`src/rtl/hilo_ctrl.sv`:
```
`default_nettype none
// ============================================================================
// Module      : hilo_ctrl
// Description : HI/LO register controller for a multi-cycle divider.
//               Holds the 32-bit HI and LO registers, services move-to and
//               move-from requests, and sequences a divide through an
//               external divider (held-high start, completion handshake,
//               divide-by-zero exception).
//
//               Optional feature (macro HILO_TIMEOUT_EN):
//                 A 6-bit counter watches the divider wait. If 40 cycles
//                 pass without completion, o_timeout pulses, the divide is
//                 abandoned and HI/LO are left untouched. Without the macro
//                 the wait is unbounded and o_timeout is tied low.
//
// Ports       : clk            rising-edge clock
//               reset          asynchronous active-high reset
//               i_op_valid     request strobe (held until accepted)
//               i_op_code      001 DIV, 010 MTHI, 011 MTLO, 100 MFHI,
//                              101 MFLO, others NOP
//               i_rs_data      write data for MTHI/MTLO
//               o_div_start    held-high divider start
//               i_div_end      divider completion
//               i_div_by_zero  divider zero-divisor flag (with i_div_end)
//               i_div_hi       divider remainder
//               i_div_lo       divider quotient
//               o_busy         requests are not accepted while high
//               o_rd_data      MFHI/MFLO result
//               o_rd_valid     one-cycle qualifier for o_rd_data
//               o_exc_div0     one-cycle divide-by-zero exception
//               o_timeout      one-cycle divider timeout
//
// Revision    : 1.0  initial release
// ============================================================================
module hilo_ctrl (
    input  logic        clk,
    input  logic        reset,
    input  logic        i_op_valid,
    input  logic [2:0]  i_op_code,
    input  logic [31:0] i_rs_data,
    output logic        o_div_start,
    input  logic        i_div_end,
    input  logic        i_div_by_zero,
    input  logic [31:0] i_div_hi,
    input  logic [31:0] i_div_lo,
    output logic        o_busy,
    output logic [31:0] o_rd_data,
    output logic        o_rd_valid,
    output logic        o_exc_div0,
    output logic        o_timeout
);

    localparam logic [2:0] c_OP_DIV  = 3'b001;
    localparam logic [2:0] c_OP_MTHI = 3'b010;
    localparam logic [2:0] c_OP_MTLO = 3'b011;
    localparam logic [2:0] c_OP_MFHI = 3'b100;
    localparam logic [2:0] c_OP_MFLO = 3'b101;

    typedef enum logic [1:0] {
        S_IDLE     = 2'd0,
        S_DIV_WAIT = 2'd1,
        S_DIV_DONE = 2'd2
    } state_t;

    state_t      r_state;
    state_t      w_state_nxt;

    logic [31:0] r_hi;
    logic [31:0] r_lo;
    logic [31:0] r_rd_data;
    logic        r_rd_valid;
    logic        r_exc_div0;

    logic        w_accept;     // request taken this edge (IDLE only)
    logic        w_div_cmp;    // divider completion sampled in DIV_WAIT
    logic        w_tmo_hit;    // last permitted DIV_WAIT cycle reached

    // ------------------------------------------------------------------
    // Timeout watchdog
    // ------------------------------------------------------------------
`ifdef HILO_TIMEOUT_EN
    // Counter value during the n-th DIV_WAIT cycle is n-1, so a value of
    // 39 marks the 40th cycle; the abort happens at the end of it.
    localparam logic [5:0] c_TMO_LAST = 6'd39;

    logic [5:0] r_tmo_cnt;
    logic       r_timeout;

    assign w_tmo_hit = (r_tmo_cnt == c_TMO_LAST);

    always_ff @(posedge clk or posedge reset) begin
        if (reset) begin
            r_tmo_cnt <= 6'd0;
            r_timeout <= 1'b0;
        end else begin
            // Completion on the final cycle takes priority over timeout.
            r_timeout <= (r_state == S_DIV_WAIT) && !i_div_end && w_tmo_hit;
            if (r_state == S_DIV_WAIT) begin
                r_tmo_cnt <= r_tmo_cnt + 6'd1;
            end else begin
                r_tmo_cnt <= 6'd0;
            end
        end
    end

    assign o_timeout = r_timeout;
`else
    assign w_tmo_hit = 1'b0;
    assign o_timeout = 1'b0;
`endif

    // ------------------------------------------------------------------
    // FSM state register
    // ------------------------------------------------------------------
    always_ff @(posedge clk or posedge reset) begin
        if (reset) begin
            r_state <= S_IDLE;
        end else begin
            r_state <= w_state_nxt;
        end
    end

    // ------------------------------------------------------------------
    // FSM next-state and state-decoded outputs
    // ------------------------------------------------------------------
    always_comb begin
        w_state_nxt = r_state;
        o_div_start = 1'b0;
        o_busy      = 1'b0;
        w_accept    = 1'b0;
        w_div_cmp   = 1'b0;
        case (r_state)
            S_IDLE: begin
                w_accept = i_op_valid;
                if (i_op_valid && (i_op_code == c_OP_DIV)) begin
                    w_state_nxt = S_DIV_WAIT;
                end
            end
            S_DIV_WAIT: begin
                o_busy      = 1'b1;
                o_div_start = 1'b1;
                if (i_div_end) begin
                    w_div_cmp   = 1'b1;
                    w_state_nxt = S_DIV_DONE;
                end else if (w_tmo_hit) begin
                    w_state_nxt = S_IDLE;
                end
            end
            S_DIV_DONE: begin
                o_busy      = 1'b1;
                w_state_nxt = S_IDLE;
            end
            default: begin
                w_state_nxt = S_IDLE;
            end
        endcase
    end

    // ------------------------------------------------------------------
    // HI/LO, read-back and exception registers
    // ------------------------------------------------------------------
    always_ff @(posedge clk or posedge reset) begin
        if (reset) begin
            r_hi       <= 32'd0;
            r_lo       <= 32'd0;
            r_rd_data  <= 32'd0;
            r_rd_valid <= 1'b0;
            r_exc_div0 <= 1'b0;
        end else begin
            r_rd_valid <= 1'b0;
            r_exc_div0 <= 1'b0;

            // w_accept and w_div_cmp come from different states, so the
            // two update sources never collide on the same edge.
            if (w_accept) begin
                case (i_op_code)
                    c_OP_MTHI: r_hi <= i_rs_data;
                    c_OP_MTLO: r_lo <= i_rs_data;
                    c_OP_MFHI: begin
                        r_rd_data  <= r_hi;
                        r_rd_valid <= 1'b1;
                    end
                    c_OP_MFLO: begin
                        r_rd_data  <= r_lo;
                        r_rd_valid <= 1'b1;
                    end
                    default: ;
                endcase
            end

            if (w_div_cmp) begin
                if (i_div_by_zero) begin
                    r_exc_div0 <= 1'b1;
                end else begin
                    r_hi <= i_div_hi;
                    r_lo <= i_div_lo;
                end
            end
        end
    end

    assign o_rd_data  = r_rd_data;
    assign o_rd_valid = r_rd_valid;
    assign o_exc_div0 = r_exc_div0;

endmodule
`default_nettype wire

```
`config.mk`:
```
export PLATFORM = sky130hd
export DESIGN_NAME = hilo_ctrl
export DESIGN_NICKNAME = d
export VERILOG_FILES = /design/src/rtl/hilo_ctrl.sv
export SDC_FILE = /design/constraint.sdc
export NUM_CORES = 1
export LEC_CHECK = 0
export BUFFER_PORTS_ARGS = -buffer_cell sky130_fd_sc_hd__buf_2
export CAP_MARGIN = 20
export CORE_UTILIZATION = 45
export DETAILED_ROUTE_END_ITERATION = 6
export PLACE_DENSITY = 0.71
export SLEW_MARGIN = 40
export SYNTH_ARGS = -nofsm -noshare
export SYNTH_HDL_FRONTEND = slang
export SYNTH_SLANG_ARGS = --single-unit
```
`constraint.sdc`:
```
create_clock -name clk -period 3.9 [get_ports clk]
set_clock_uncertainty 0.2 [all_clocks]
set_input_delay 0.585 -clock clk [delete_from_list [all_inputs] [get_ports clk]]
set_output_delay 0.585 -clock clk [all_outputs]
set_load 0.005 [all_outputs]
```
* After elaboration in Yosys (flattened, before gate mapping)
Index checks and enable logic that the tools add are counted.
Storage, ports and cells: register bits after elaboration 100, output and inout bits 37, logic and storage cells 43
Operators by class: eq/ne operators 9, muxes and demuxes 21, reductions and logical operators 7
Operators with widths (number):
- $mux W32 | 8
- $pmux W32 S2 | 1
- $mux W1 | 9
- $eq A3 B2 Y1 const B | 2
- $eq A3 B3 Y1 const B | 2
- $mux W2 | 2
- $ne A2 B2 Y1 const B | 2
- $pmux W2 S2 | 1
- $reduce_and A2 Y1 | 2
- $reduce_or A2 Y1 | 2
- $eq A3 B1 Y1 const B | 1
- $eq A2 B1 Y1 const B | 1
- $eq A2 B2 Y1 const B | 1
- $logic_not A2 Y1 | 1
- $reduce_bool A2 Y1 | 1
- $logic_and A1 B1 Y1 | 1

* Depth between registers and ports, before layout
word-level depth 5, mapped depth 7, depth with buffers taken out 5

* Worst setup path after synthesis
OpenSTA, ideal clock, no wires.
kind register to register, start register r_state[0], end register r_lo[23], setup time 126 ps, arrival time 1362 ps, setup slack 2212 ps, stages on the path, launching flop included 8, buffers on the path 2, period minus slack after synthesis 1688 ps, cell sequence dfrtp_1 inv_1 ha_1 and4b_1 buf_4 buf_6 a31oi_1 a21oi_1
Between the ends: longest elaborated chain between the ends 5
Ends and longest elaborated chain:
- from (decl) | line 65 | state_t r_state;
- from (signal assigned) | line 119 | r_state <= w_state_nxt;
- $logic_not A2 Y1 | line 132 | case (r_state)
- $mux W1 | line 132
- $mux W32 | line 175 | if (w_accept) begin
- $mux W32 | line 192 | if (i_div_by_zero) begin
- $mux W32 * | line 191 | if (w_div_cmp) begin
- to (signal assigned) | line 178 | c_OP_MTLO: r_lo <= i_rs_data;
- to (signal assigned) | line 196 | r_lo <= i_div_lo;
- to (decl) | line 69 | logic [31:0] r_lo;
Mark *: on every way between the ends. The rest lies on a longest branch, timed or not. A chain may end at the register's enable or synchronous reset.

* Worst setup path in the final report
start register r_state[1], end register r_lo[16]
Same word-level chain as after synthesis.

==> results.md <==
- Post-CTS Setup Bufs: 0
- First-pass GRT wire length: 21.3 mm
- Detailed Routing Iterations Pass 1: 5
- Synthesized net count: about 640
- Max-slew violation count: 0
- Cts bufs inserted: 9
- Vias/cell: between 5 and 6
- EDFF count, synth: 0
- Post-CTS Resized: 0
- Final Setup Violations: 0
- Maximum number of pins on one net before global-route repair: 97
- Via count: approximately 4600
- Die Footprint: approximately 0.011 mm^2
- CTS tree: yes
- Vias in the first global route: between 4000 and 5000
- Initial antenna violation count: 0
- Die X: roughly 110 um
- Share of the synthesized area in the top cell type: 0.517
- Number of instances in the placed design: ~760
- Critical Path Start Type: register
- DRT antenna net count: 0
- VDD IR max: 311 uV
- Top-Level Pins: between 100 and 150
- RSZ-0062 raised after global routing: no
- Post-Route WL: 13.1 mm
- LEAKAGE: 2.60 nW
- Max incr delay on CP: 0.72 ns
- Critical path start-end classification: reg -> reg
- Area grow syn2layout: 17.4%
- Final nets: 742
- Synth Flop Type: dfrtp_1
- Yosys reg bits: 100
- Initial Utilization: 0.466
- Final Core Density: 0.548
- Fin cells: about 780
- CP Data Arrival Time: ~2.6 ns
- Hold buffers post-CTS: 0
- Crit path time final: ~2.5 ns
- Post-DP HPWL: 8.04 mm
- CP max FO: 34
- Worst Path Required: between 3 and 4 ns
- Worst Tran Pin Value: 0.726 ns
- Buf/Inv on CP: 2
- Rows: 37
- Mapped Area: slightly below 0.005 mm^2
- Max-Cap Viols: 0
- Worst setup EP type: register
- CTS max path bufs: 2
- Pwr Density: between 600 and 700 mW/mm^2
- Area leader, netlist: dfrtp_1
- # clock sinks: 100
- Synth area leaders: dfrtp_1, o21ai_0, nand2_1
- Fraction of final layout cells sized beyond drive strength 1: 0.269
- Die Y-Extent: about 110 um
- Synth cell types: 27
- Max Freq: between 300 and 400 MHz
- Final TNS setup: 0 ns
- HP Class: in -> async
- Fin. Hold Viols: 0
- Most frequent cell after synthesis: dfrtp_1
- Input/output buffers: 139
- Post-route DRC: 0
- DR iter-0 viols: about 320
- Synth warn: 0
- Crit path depth: 6
- GP Congestion: around 0.8
- Avg Inst Size Synth: roughly 9 um^2
- Synth Instances: between 500 and 600
- Htree depth: 3
- Core area: between 0.01 and 0.015 mm^2
- Aggregate global routing overflow: 0
- CTS root buffer: clkbuf_8
- Worst path slowest cell: and4b_2
- Register area share after synthesis: 0.517
- Reg2reg setup slack: about 1.4 ns
- Worst skew pair latency: between 0.3 and 0.4 ns
- FFs w/ async S/R, synth: 1.00
- Relative slew slack: 0.516
- Per-cell routed wire length: approximately 17 um
- Tot GR Track Use: 0.238
- Crit path max-delay family: simple AND/OR/NAND/NOR gates
- Reg clk slew, reported paths: ~0.10 ns
- # diodes: 0
- Status: finished clean
- Top cells by count, synth: dfrtp_1, nand2_1, o21ai_0
- Critical-path cell list: inv_1, ha_1, and4b_2, buf_4, a31oi_1, a21oi_1
- Worst-case reg-to-reg path depth: 6
- Ratio of final minimum period to clock period: 0.650
- Hold slack: ~0.041 ns
==> layer usage <==
metal | wire length [um] | share of wire | vias up | track usage
li1 | - | - | 2150 | -
met1 | 5870 | 0.45 | 2249 | 0.341
met2 | 6090 | 0.47 | 217 | 0.372
met3 | 975 | 0.075 | 14 | 0.0427
met4 | 119 | 0.0091 | 0 | 0.0615
met5 | 0 | 0 | - | 0
==> placed cells by master, fill, tap and decap left out, types with 2 or more instances in the layout <==
cell type  count
dfrtp_1      100
o21ai_0       60
nand3_1       32
clkinv_2       3
o22ai_1       32
inv_1          3
o21ai_1        4
o211ai_1      32
nor2_1        32
a21oi_1       33
buf_4          8
buf_2        139
nand4_1       32
a31oi_1       32
ha_1           4
mux2_2         2
nand2_1       64
clkbuf_8      11
==> worst register-to-register path: stages (launching register included) <==
cell     delay [ns]
dfrtp_1        0.39
inv_1          0.12
ha_1           0.24
and4b_2        0.72
buf_4          0.46
a31oi_1        0.14
a21oi_1        0.20
==> report_power, final <==
group          internal (mW)  leakage [nW]  switching, mW  total, mW
clock network          0.269        0.0957          0.366      0.635
registers               1.50          1.23          0.244       1.74
logic                  0.506          1.27          0.609       1.12
total                   2.28          2.60           1.22       3.49
==> layout make-up <==
cell class	instances	area (um^2)
flip-flops and latches	100	2500
fillers	988	4690
multi-input cells	369	2010
repair buffers	149	787
well taps	136	170
clock buffers	11	151
inverters	5	22.5
clock inverters	5	35.0
==> sequential cells by signal, summed over array words and instances (netlist names) <==
register	flops
o_exc_div0	1
o_rd_data	32
o_rd_valid	1
r_hi	32
r_lo	32
r_state	2
==> metrics by stage <==
| stage | setup slack (ns) | power [mW] | area [um^2] |
|---|---|---|---|
| global route | 1.18 | 3.76 | 5680 |
| detailed placement | 1.37 | 2.88 | 5470 |
| floorplan | 0.496 | 2.47 | 4840 |
| finish | 1.36 | 3.49 | 5680 |
| global placement | 1.44 | 2.81 | 5470 |
| CTS | 1.35 | 3.50 | 5660 |
==> cells by family after synthesis <==
family | count (synthesis) | synth area share
DFF | 100 | 0.517
muxes | 2 | 0.00466
buffers and inverters | 64 | 0.0678
other | 1 | 0.000775
AOI/OAI and AO/OA | 193 | 0.233
adders and majority gates | 4 | 0.0103
and+or+nand+nor | 169 | 0.166
==> worst paths after layout <==
path	from	endpoint
max in group asynchronous	reset	r_hi[20]$_DFF_PP0_
hold / removal	reset	o_rd_data[15]$_DFFE_PP0P_
setup / recovery	r_state[1]$_DFFE_PP0P_	r_lo[16]$_DFF_PP0_
hold reg to reg	o_rd_data[10]$_DFFE_PP0P_	o_rd_data[10]$_DFFE_PP0P_
setup reg to reg	r_state[1]$_DFFE_PP0P_	r_lo[16]$_DFF_PP0_
min in group clk	i_div_hi[25]	r_hi[25]$_DFF_PP0_
Power figures use the tool's default switching activity.
